`src/rtl/phasediff_seq_if.sv`:
```
// Result stream from phasediff_seq to the wind-direction solver.
// Each beat carries one wrapped phase difference and the index of the
// adjacent channel pair it belongs to, under a valid/ready handshake.
// PAIR_W must equal the sequencer's pair-index width:
// clog2(NUM_PAIRS), with a minimum of 1.
interface phasediff_seq_if #(
  parameter int PW     = 19,
  parameter int PAIR_W = 2
);
  logic [PW-1:0]     out_diff;
  logic [PAIR_W-1:0] out_pair;
  logic              out_valid;
  logic              out_ready;

  modport master (
    output out_diff,
    output out_pair,
    output out_valid,
    input  out_ready
  );

  modport slave (
    input  out_diff,
    input  out_pair,
    input  out_valid,
    output out_ready
  );
endinterface

```
`src/rtl/phasediff_seq.sv`:
```
// phasediff_seq: snapshots N_CH channel phases on a sample strobe.
// It then walks the adjacent channel pairs through one shared, registered
// wrapped-difference unit (phasediff, one-cycle latency) and presents each
// result on the res stream, tagged with its pair index.
//
// Phases are signed Q9.10 degrees. This block does no arithmetic: pd_diff
// is passed through unmodified.
//
// Optional feature, enabled by defining PHDIFF_SEQ_OVERRUN_EN:
//   - overrun: sticky flag.
//   - overrun_cnt: 8-bit count that saturates at 255.
//   Both record sample strobes that arrive while a frame is in progress.
//   Only reset clears them.
module phasediff_seq #(
  parameter int N_CH = 4,   // channels, 2..16
  parameter int RING = 1,   // 1: include the closing pair N_CH-1 -> 0
  parameter int PW   = 19   // phase word width, must match phasediff
) (
  input  logic               clock,
  input  logic               reset_n,
  input  logic [N_CH*PW-1:0] phase_in,
  input  logic               sample_valid,
  output logic [PW-1:0]      pd_phase1,
  output logic [PW-1:0]      pd_phase2,
  input  logic [PW-1:0]      pd_diff,
  phasediff_seq_if.master    res,
  output logic               busy,
  output logic               frame_done
`ifdef PHDIFF_SEQ_OVERRUN_EN
  ,
  output logic               overrun,
  output logic [7:0]         overrun_cnt
`endif
);

  localparam int NUM_PAIRS = (RING != 0) ? N_CH : N_CH - 1;
  localparam int PAIR_W    = (NUM_PAIRS > 1) ? $clog2(NUM_PAIRS) : 1;
  localparam int CH_W      = $clog2(N_CH);

  localparam logic [CH_W-1:0] LAST_CH   = CH_W'(N_CH - 1);
  localparam logic [CH_W-1:0] LAST_PAIR = CH_W'(NUM_PAIRS - 1);

  typedef enum logic [1:0] {
    IDLE    = 2'd0,
    DRIVE   = 2'd1,
    CAPTURE = 2'd2,
    PRESENT = 2'd3
  } state_t;

  state_t          state, state_next;
  logic [PW-1:0]   snap [N_CH];
  logic [CH_W-1:0] pair;         // index k of the pair in flight
  logic [CH_W-1:0] nxt_a, nxt_b; // channels feeding pair k+1

  // Control strobes decoded from the FSM
  logic load_frame;  // accept a new snapshot and launch pair 0
  logic capture;     // take the phasediff result into the output register
  logic advance;     // handshake done, launch the next pair
  logic finish;      // handshake done on the last pair

  assign busy = (state != IDLE);

  // Channel indices of the next pair; the second one wraps to channel 0
  always_comb begin
    nxt_a = pair + CH_W'(1);
    nxt_b = (nxt_a == LAST_CH) ? '0 : nxt_a + CH_W'(1);
  end

  // State register
  always_ff @(posedge clock or negedge reset_n) begin
    // NOTE: sequential state is assigned with <= so that every flop samples
    // pre-edge values, whatever order the processes happen to run in.
    if (!reset_n) state <= IDLE;
    else          state <= state_next;
  end

  // Next-state and control-strobe decode
  always_comb begin
    // NOTE: every output gets a default before the case statement.
    // A path that forgets an assignment would otherwise infer a latch.
    state_next = state;
    load_frame = 1'b0;
    capture    = 1'b0;
    advance    = 1'b0;
    finish     = 1'b0;
    case (state)
      IDLE: begin
        if (sample_valid) begin
          load_frame = 1'b1;
          state_next = DRIVE;
        end
      end
      DRIVE: begin
        // pd_phase1/2 stay put for this cycle; phasediff registers them on exit
        state_next = CAPTURE;
      end
      CAPTURE: begin
        capture    = 1'b1;
        state_next = PRESENT;
      end
      PRESENT: begin
        if (res.out_ready) begin
          if (pair == LAST_PAIR) begin
            finish     = 1'b1;
            state_next = IDLE;
          end else begin
            advance    = 1'b1;
            state_next = DRIVE;
          end
        end
      end
      default: state_next = IDLE;
    endcase
  end

  // Snapshot, phasediff operand, output stream and frame_done registers
  always_ff @(posedge clock or negedge reset_n) begin
    if (!reset_n) begin
      // NOTE: the snapshot array is cleared on reset on purpose.
      // These are a handful of flops, not a RAM, and the reset state must
      // not leak phases from a previous frame.
      for (int k = 0; k < N_CH; k++) snap[k] <= '0;
      pair          <= '0;
      pd_phase1     <= '0;
      pd_phase2     <= '0;
      res.out_diff  <= '0;
      res.out_pair  <= '0;
      res.out_valid <= 1'b0;
      frame_done    <= 1'b0;
    end else begin
      frame_done <= finish;

      if (load_frame) begin
        for (int k = 0; k < N_CH; k++) snap[k] <= phase_in[k*PW +: PW];
        // Pair 0 is taken straight from the input so DRIVE can follow at once
        pd_phase1 <= phase_in[PW-1:0];
        pd_phase2 <= phase_in[2*PW-1:PW];
        pair      <= '0;
      end

      if (advance) begin
        pair      <= nxt_a;
        pd_phase1 <= snap[nxt_a];
        pd_phase2 <= snap[nxt_b];
      end

      if (finish) pair <= '0;

      if (capture) begin
        res.out_diff  <= pd_diff;
        res.out_pair  <= pair[PAIR_W-1:0];
        res.out_valid <= 1'b1;
      end else if (advance || finish) begin
        res.out_valid <= 1'b0;
      end
    end
  end

`ifdef PHDIFF_SEQ_OVERRUN_EN
  // Sticky record of sample strobes that arrive while a frame is in progress
  always_ff @(posedge clock or negedge reset_n) begin
    if (!reset_n) begin
      overrun     <= 1'b0;
      overrun_cnt <= 8'd0;
    end else if (sample_valid && busy) begin
      overrun <= 1'b1;
      if (overrun_cnt != 8'hFF) overrun_cnt <= overrun_cnt + 8'd1;
    end
  end
`endif

endmodule

```
`src/flat_wrapper.sv`:
```
// flat-port wrapper written by rule: the top's interface ports become plain ports
module phasediff_seq_flat 
#(
  parameter int N_CH = 4,                     
  parameter int RING = 1,                                             
  parameter int PW   = 19                                            
)
  (clock, reset_n, phase_in, sample_valid, pd_phase1, pd_phase2, pd_diff, busy, frame_done, res_out_diff, res_out_pair, res_out_valid, res_out_ready);
  phasediff_seq_if #(.PW(PW), .PAIR_W(2)) res_i ();
  input  logic clock;
  input  logic reset_n;
  input  logic [N_CH*PW-1:0] phase_in;
  input  logic sample_valid;
  output logic [PW-1:0] pd_phase1;
  output logic [PW-1:0] pd_phase2;
  input  logic [PW-1:0] pd_diff;
  output logic busy;
  output logic frame_done;
  output wire logic [$bits(res_i.out_diff)-1:0] res_out_diff;
  output wire logic [$bits(res_i.out_pair)-1:0] res_out_pair;
  output wire logic [$bits(res_i.out_valid)-1:0] res_out_valid;
  input wire logic [$bits(res_i.out_ready)-1:0] res_out_ready;
  assign res_out_diff = res_i.out_diff;
  assign res_out_pair = res_i.out_pair;
  assign res_out_valid = res_i.out_valid;
  assign res_i.out_ready = res_out_ready;
  phasediff_seq #(.N_CH(N_CH), .RING(RING), .PW(PW)) u_core (.clock(clock), .reset_n(reset_n), .phase_in(phase_in), .sample_valid(sample_valid), .pd_phase1(pd_phase1), .pd_phase2(pd_phase2), .pd_diff(pd_diff), .res(res_i), .busy(busy), .frame_done(frame_done));
endmodule
```
`config.mk`:
```
export PLATFORM = sky130hd
export DESIGN_NAME = phasediff_seq_flat
export DESIGN_NICKNAME = d
export VERILOG_FILES = /design/src/rtl/phasediff_seq_if.sv /design/src/rtl/phasediff_seq.sv /design/src/flat_wrapper.sv
export SDC_FILE = /design/constraint.sdc
export NUM_CORES = 1
export LEC_CHECK = 0
export ABC_CLOCK_PERIOD_IN_PS = 2000
export BUFFER_PORTS_ARGS = -buffer_cell sky130_fd_sc_hd__buf_2
export CAP_MARGIN = 20
export CORE_ASPECT_RATIO = 0.7
export CORE_MARGIN = 4
export CORE_UTILIZATION = 45
export CTS_BUF_LIST = sky130_fd_sc_hd__clkbuf_2 sky130_fd_sc_hd__clkbuf_4 sky130_fd_sc_hd__clkbuf_8
export DETAILED_ROUTE_END_ITERATION = 8
export PLACE_DENSITY = 0.8
export SETUP_SLACK_MARGIN = 0.2
export SLEW_MARGIN = 20
export SYNTH_ARGS = -nofsm -noshare
export SYNTH_HDL_FRONTEND = slang
export SYNTH_SLANG_ARGS = --single-unit
```
`constraint.sdc`:
```
create_clock -name clock -period 2 [get_ports clock]
set_clock_uncertainty 0.15 [all_clocks]
set_input_delay 0 -clock clock [delete_from_list [all_inputs] [get_ports clock]]
set_output_delay 0 -clock clock [all_outputs]
set_load 0.05 [all_outputs]
```
==> results of run 1 <==
==> per-stage QoR <==
stage                     utilization, %  area, um^2  std cells  hold WS, ns
after floorplan                        -        6700        495       -0.446
after global placement              53.1        7760        822       -0.154
after detailed placement            53.1        7760        822       -0.144
after CTS                           64.5        9440        966       0.0432
after global routing                65.7        9620        971       0.0829
final                               65.7        9620        971        0.111
==> final timing paths <==
kind | startpoint | endpoint | slack (ns) | cells past startpoint
worst max-delay path | u_core.pair[0] | u_core.pd_phase2[7] | 0.19 | 5
worst min-delay path | sample_valid | u_core.state[0] | 0.11 | 4
worst max register to register | u_core.pair[0] | u_core.pd_phase2[7] | 0.19 | 5
worst min register to register | u_core.res.out_valid | u_core.res.out_valid | 0.33 | 1
max in group asynchronous | reset_n | u_core.snap[58] | 0.57 | 4
min in group asynchronous | reset_n | u_core.snap[29] | 0.46 | 3
==> area by class of cell <==
cell class	instances	area, um^2
sequential	141	3530
clock buffer	18	241
tap	195	244
clock inverter	14	193
fill	1070	5010
multi-input combinational	309	3110
inverter	3	11.3
timing repair buffer	291	2280
==> per-layer routing <==
metal | up-vias | part of all wire (%)
met5 | - | 0
met4 | 0 | 1.3
met3 | 17 | 6.8
met2 | 180 | 48
met1 | 2741 | 44
li1 | 2442 | -
==> cell usage in the layout, fill, tap and decap left out, drive strengths merged <==
cell type / netlist / routed
a21o: 37 / 37
o41ai: 1 / 1
dlygate4sd3: 0 / 98
mux2: 62 / 62
inv: 3 / 5
bufinv: 0 / 4
nor2: 1 / 1
nand3: 1 / 1
mux4: 2 / 2
a31o: 1 / 1
clkinv: 0 / 5
and2: 1 / 2
a221oi: 36 / 36
buf: 26 / 192
nor2b: 2 / 2
o31ai: 2 / 2
and3b: 1 / 1
a211oi: 36 / 36
or2: 1 / 1
nor3: 1 / 1
mux2i: 74 / 74
nand2: 4 / 4
clkinvlp: 0 / 3
bufbuf: 0 / 1
o21ai: 2 / 2
ha: 5 / 5
and3: 37 / 37
clkbuf: 17 / 18
and2b: 1 / 1
dfrtp: 141 / 141
==> worst max-delay path, cell delays in order, from the launching register on <==
cell,delay (ns)
dfrtp_4,0.52
ha_4,0.18
and3b_2,0.33
and2_4,0.27
buf_4,0.17
a221oi_2,0.06
==> power by group <==
group	switching, uW	internal [uW]
registers	1120	4310
clock network	1150	1380
logic	5330	3740
==> registers in the layout (all words and copies together) (netlist names) <==
name	flops
u_core.pair	2
u_core.pd_phase2	19
u_core.res.out_diff	19
u_core.res.out_valid	1
u_core.snap	76
u_core.res.out_pair	2
u_core.pd_phase1	19
u_core.state	2
u_core.frame_done	1
==> logic make-up (layout without fill, tap and decap cells) <==
logic type                 after synthesis  count (layout)  synth area share, %
and+or+nand+nor                         50              51                 4.61
DFF                                    141             141                 52.6
adders and majority gates                5               5                0.933
buffers and inverters                   46             326                 3.45
AOI/OAI and AO/OA                      115             115                 16.2
muxes                                  138             138                 22.1
==> repair_timing <==
item                                   CTS  global route
cloned                                   3             0
pin swaps                                5             4
gates resized for setup                 12            26
setup buffers                           11             5
setup endpoints to repair               82            41
endpoints found under the hold margin  279             0
hold buffers                            98             0
==> qor.csv, run 1 <==
stage,metric,value,unit
yosys,Synth top cells by count,"dfrtp_1, mux2i_1, mux2_2, a21o_1, and3_1",
floorplanning,Horiz. Die Dim,154,um
yosys,Synth area leaders,"dfrtp_1, mux2i_1, mux2_2",
clock_network,CTS Buf Count,17,
grt,GR met1 Demand/Resource,28.9,%
clock_network,clock root buffer master,clkbuf_8,
clock_network,deepest clock path buffer count,2,
floorplanning,die height,110,um
timing,Setup-failing EPs final,0,
timing,relative slew slack,63.5,%
critical_path,Critical Path Source Type,flip-flop,
clock_network,TritonCTS clock tree,built,
placement,HPWL Detailed,11200,um
drt,# DRC,0,
grt,met2 usage,37.1,%
timing,Tcrit/Tclk final,90.5,%
critical_path,"Req. time, crit path",2.17,ns
timing,Final Worst Setup Slack,0.190,ns
run,max cap viols,0,
floorplanning,row count,37,
yosys,top cell type's share of synthesized area,52.6,%
drt,DRT antenna net count,0,
layout,share of layout cells above drive strength 1,44.2,%
grt,M3 GR Usage,7.88,%
yosys,sequential area share after synthesis,52.6,%
layout,Ant. Diodes,0,
status,status,"complete, no violations",
grt,antenna violations before repair,0,
layout,nets,867,
yosys,Syn. warnings,0,
drt,WL per Instance,19.2,um
critical_path,CP endpoint kind,flip-flop,
floorplanning,Core Area,0.0146,mm^2
clock_network,clk sink count,141,
timing,worst slew pin tran,0.548,ns
layout,area delta synth->final,43.5,%
drt,vias,5380,
critical_path,Arrival @ worst endpoint,1.98,ns
timing,fmax,552,MHz
timing,TNS Setup,0,ns
drt,Via density,5.54,
yosys,most numerous cell in the Yosys netlist,dfrtp_1,
timing,fin crit period,1.81,ns
yosys,Mapped Area,0.00670,mm^2
clock_network,Worst-path clk slew,0.07,ns
yosys,register bit count reported by yosys,141,
yosys,Main synth FF type,dfrtp_1,
hold_path,worst hold-check path type,in2reg,
drt,final wirelength,18700,um
critical_path,crit path max fanout,7,
yosys,"EDFF count, synth",0,
yosys,Cells after Synth,495,
clock_network,clk_lat worst skew,0.46,ns
grt,grt ovf,0,
yosys,"area leader, netlist",dfrtp_1,
yosys,Mapped Nets,599,
placement,Final GP Congestion,0.820,
floorplanning,Initial Utilization,45.8,%
placement,dpl ws,-0.114,ns
grt,first-pass GRT wire length,30000,um
floorplanning,die area,0.0169,mm^2
placement,PortBufs,160,
critical_path,kind of critical path,reg2reg,
clock_network,H-tree level count,4,
grt,vias in the first global route,5751,
grt,largest net degree at the start of global routing,56,
yosys,Synth cell types,31,
timing,Fin. Hold Viols,0,
grt,Tot GR Track Use,22.7,%
pwr,Leak,0.00465,uW
floorplanning,io pins,161,
timing,RSZ-0062 raised after global routing,yes,
pwr,Overall Power,17000,uW
pwr,worst vdd rail ir drop,1.01,mV
yosys,"Avg Cell Area, Syn",13.5,um^2
timing,Slew Limit Fails,0,
yosys,ys async rst share,100,%
pwr,Pwr Density,1770,mW/mm^2
drt,Pre-antenna DRT Iters,4,
drt,drt initial violations,292,
grt,Top Usage Layer GRT,met2,
No activity file was read; power rests on OpenSTA's default activity.
==> run 2, diff against run 1 <==
--- a/config.mk
+++ b/config.mk
@@ -5,15 +5,15 @@
 export SDC_FILE = /design/constraint.sdc
 export NUM_CORES = 1
 export LEC_CHECK = 0
+export ABC_AREA = 1
 export ABC_CLOCK_PERIOD_IN_PS = 2000
 export BUFFER_PORTS_ARGS = -buffer_cell sky130_fd_sc_hd__buf_2
 export CAP_MARGIN = 20
 export CORE_ASPECT_RATIO = 0.7
-export CORE_MARGIN = 4
 export CORE_UTILIZATION = 45
 export CTS_BUF_LIST = sky130_fd_sc_hd__clkbuf_2 sky130_fd_sc_hd__clkbuf_4 sky130_fd_sc_hd__clkbuf_8
 export DETAILED_ROUTE_END_ITERATION = 8
-export PLACE_DENSITY = 0.8
+export PLACE_DENSITY = 0.79
 export SETUP_SLACK_MARGIN = 0.2
 export SLEW_MARGIN = 20
 export SYNTH_ARGS = -nofsm -noshare
==> qor.csv, run 2 <==
stage,metric,value,unit,change
drt,drt initial violations,1003,,was 292
floorplanning,io pins,161,,unchanged
clock_network,H-tree level count,4,,unchanged
pwr,Leak,0.00529,uW,was 0.00465 uW
critical_path,Critical-path top delay cell,dfrtp_2,,was dfrtp_4
pwr,Sequential Power Share,28.5,%,was 31.9%
floorplanning,die height,108,um,was 110 um
layout,"Design Area, Final",0.00999,mm^2,was 0.00962 mm^2
layout,most frequent cells in the layout,"nand2_1, buf_2, dfrtp_1",,"was buf_2, dfrtp_1, dlygate4sd3_1"
floorplanning,Horiz. Die Dim,154,um,about the same
yosys,Synth cell types,21,,was 31
grt,antenna violations before repair,0,,unchanged
drt,DRT antenna net count,0,,unchanged
critical_path,crit-path cells,"buf_16, inv_4, buf_8, nand2_1, nand3_1, nand3_1, nand2_1, inv_1",,"was ha_4, and3b_2, and2_4, buf_4, a221oi_2"
run,max cap viols,0,,unchanged
critical_path,crit path max fanout,39,,was 7
placement,HPWL Detailed,14600,um,was 11200 um
clock_network,CTS Buf Count,17,,unchanged
yosys,"Avg Cell Area, Syn",7.27,um^2,was 13.5 um^2
clock_network,clk sink count,141,,unchanged
timing,Fin. Hold Viols,0,,unchanged
yosys,Syn. warnings,0,,unchanged
timing,Slew Limit Fails,0,,unchanged
drt,# DRC,0,,unchanged
yosys,Main synth FF type,dfrtp_1,,unchanged
critical_path,CP max stage delay,0.47,ns,was 0.52 ns
layout,"commonest non-fill, non-tap cell in the layout",nand2_1,,was buf_2
clock_network,clock root buffer master,clkbuf_8,,unchanged
clock_network,Worst-path clk slew,0.09,ns,was 0.07 ns
pwr,Switch Pwr,9250,uW,was 7600 uW
timing,TNS Setup,0,ns,unchanged
yosys,Synth area leaders,"dfrtp_1, nand2_1, nand3_1",,"was dfrtp_1, mux2i_1, mux2_2"
floorplanning,Initial Utilization,46.4,%,was 45.8%
pwr,Clock Power Share,14.2,%,was 14.8%
timing,fin crit period,1.80,ns,was 1.81 ns
clock_network,deepest clock path buffer count,2,,unchanged
pwr,Int Power,8870,uW,was 9430 uW
grt,grt ovf,0,,unchanged
yosys,Mapped Area,0.00724,mm^2,was 0.00670 mm^2
pwr,Net Sw Frac,51.1,%,was 44.6%
critical_path,Critical Path Source Type,flip-flop,,unchanged
layout,most flop-heavy register,u_core.snap,,unchanged
yosys,Synth top cells by count,"nand2_1, dfrtp_1, inv_1, nand3_1, o21ai_0",,"was dfrtp_1, mux2i_1, mux2_2, a21o_1, and3_1"
yosys,sequential area share after synthesis,48.7,%,was 52.6%
timing,relative slew slack,67.0,%,was 63.5%
critical_path,CP endpoint kind,flip-flop,,unchanged
drt,Pre-antenna DRT Iters,6,,was 4
placement,Placed Area,0.00819,mm^2,was 0.00776 mm^2
timing,worst slew pin tran,0.495,ns,was 0.548 ns
critical_path,kind of critical path,reg2reg,,unchanged
yosys,most numerous cell in the Yosys netlist,nand2_1,,was dfrtp_1
clock_network,TritonCTS clock tree,built,,unchanged
layout,Ant. Diodes,0,,unchanged
floorplanning,Core Area,0.0156,mm^2,was 0.0146 mm^2
pwr,Overall Power,18100,uW,was 17000 uW
clock_network,clk_lat worst skew,0.45,ns,was 0.46 ns
yosys,"area leader, netlist",dfrtp_1,,unchanged
critical_path,"Req. time, crit path",2.20,ns,was 2.17 ns
layout,share of layout cells above drive strength 1,19.3,%,was 44.2%
grt,Tot GR Track Use,29.4,%,was 22.7%
timing,Setup-failing EPs final,0,,unchanged
yosys,register bit count reported by yosys,141,,unchanged
timing,fmax,554,MHz,was 552 MHz
drt,vias,7754,,was 5380
yosys,Mapped Nets,1100,,was 599
grt,largest net degree at the start of global routing,79,,was 56
drt,Via density,5.33,,was 5.54
layout,area delta synth->final,38.0,%,was 43.5%
pwr,Pwr Density,1810,mW/mm^2,was 1770 mW/mm^2
drt,final wirelength,25500,um,was 18700 um
grt,vias in the first global route,6970,,was 5751
placement,Final GP Congestion,0.854,,was 0.820
drt,WL per Instance,17.5,um,was 19.2 um
layout,nets,1347,,was 867
placement,placed cell count,1313,,was 822
critical_path,Arrival @ worst endpoint,2.00,ns,was 1.98 ns
yosys,"EDFF count, synth",0,,unchanged
yosys,Cells after Synth,996,,was 495
yosys,ys async rst share,100,%,unchanged
floorplanning,row count,38,,was 37
timing,Tcrit/Tclk final,90.2,%,was 90.5%
layout,max FFs per register,76,,unchanged
floorplanning,die area,0.0166,mm^2,was 0.0169 mm^2
placement,PortBufs,160,,unchanged
timing,RSZ-0062 raised after global routing,yes,,unchanged
yosys,top cell type's share of synthesized area,48.7,%,was 52.6%
grt,first-pass GRT wire length,37300,um,was 30000 um
status,status,"complete, no violations",,unchanged
hold_path,worst hold-check path type,in2reg,,unchanged
pwr,worst vdd rail ir drop,0.787,mV,was 1.01 mV
pwr,Gate power share,57.3,%,was 53.3%
layout,"non-filler cells, final",1456,,was 971
## run 2: changes by cell type after synthesis, sizes merged, moves of 16 or more
cell / before / now
a211oi: 36 / 0
a21o: 37 / 0
a21oi: 0 / 16
a221oi: 36 / 0
and3: 37 / 0
buf: 26 / 47
inv: 3 / 140
mux2: 62 / 0
mux2i: 74 / 0
nand2: 4 / 351
nand3: 1 / 130
nor2: 1 / 59
o21ai: 2 / 94
## run 2: kinds of logic (layout without fill, tap and decap cells)
family,Yosys count,count (layout),share of synthesized area (%)
simple gates,540,540,30.6
buf+inv,199,459,12.1
flops,141,141,48.7
compound gates,111,111,7.69
fa+ha+maj,5,5,0.864
## run 2: worst max-delay path: cells and delay by family (launching register included)
family,cells,cell delay [ns]
buffers and inverters,4,0.60
DFF,1,0.47
and+or+nand+nor,4,0.46
## run 2: power by group through the flow
stage | Clock, uW | Combinational [uW] | Sequential [uW]
4_1_cts | 2590 | 9420 | 5080
3_5_place_dp | 0 | 9060 | 5080
3_3_place_gp | 0 | 8900 | 5100
5_1_grt | 2700 | 11200 | 5280
6_report | 2570 | 10400 | 5160
2_1_floorplan | 0 | 4770 | 7050
## run 2: worst paths after layout
kind                                   startpoint                endpoint  slack [ns]  cells past startpoint
max                                u_core.pair[0]     u_core.pd_phase1[5]        0.20                      8
min                                    pd_diff[2]  u_core.res.out_diff[2]        0.13                      4
max reg2reg                        u_core.pair[0]     u_core.pd_phase1[5]        0.20                      8
min reg2reg                u_core.res.out_diff[4]  u_core.res.out_diff[4]        0.32                      2
max in group asynchronous                 reset_n         u_core.snap[21]        0.58                      4
min in group asynchronous                 reset_n         u_core.snap[52]        0.45                      3
## run 2: stage by stage
step | hold slack [ns] | setup WS [ns] | util [%]
after global placement | -0.172 | 0.150 | 52.5
final | 0.131 | 0.196 | 64.0
after detailed placement | -0.162 | 0.102 | 52.5
after global routing | 0.145 | 0.151 | 64.0
after CTS | 0.0976 | 0.201 | 62.3
after floorplan | -0.446 | 0.436 | -
## run 2: timing repair
item                                   CTS  global route
cloned                                   2             6
endpoints found under the hold margin  280             0
hold buffers                            99             0
setup endpoints to repair               34            93
buffers inserted                         0             4
gates resized for setup                  8            29
pin swaps                                0             1
## run 2: layer usage
metal	vias up	wire length, um	GRT usage (%)
met3	59	3440	10.1
li1	3566	-	-
met4	0	523	10.1
met5	-	0	0
met2	562	10700	40.1
met1	3567	10800	43.0
## run 2: final cells by class
type / instances / area, um^2
well taps: 200 / 250
inverters: 140 / 543
multi-input cells: 656 / 2880
clock inverters: 12 / 168
clock buffers: 20 / 269
flip-flops and latches: 141 / 3530
fillers: 1242 / 5610
repair buffers: 287 / 2350
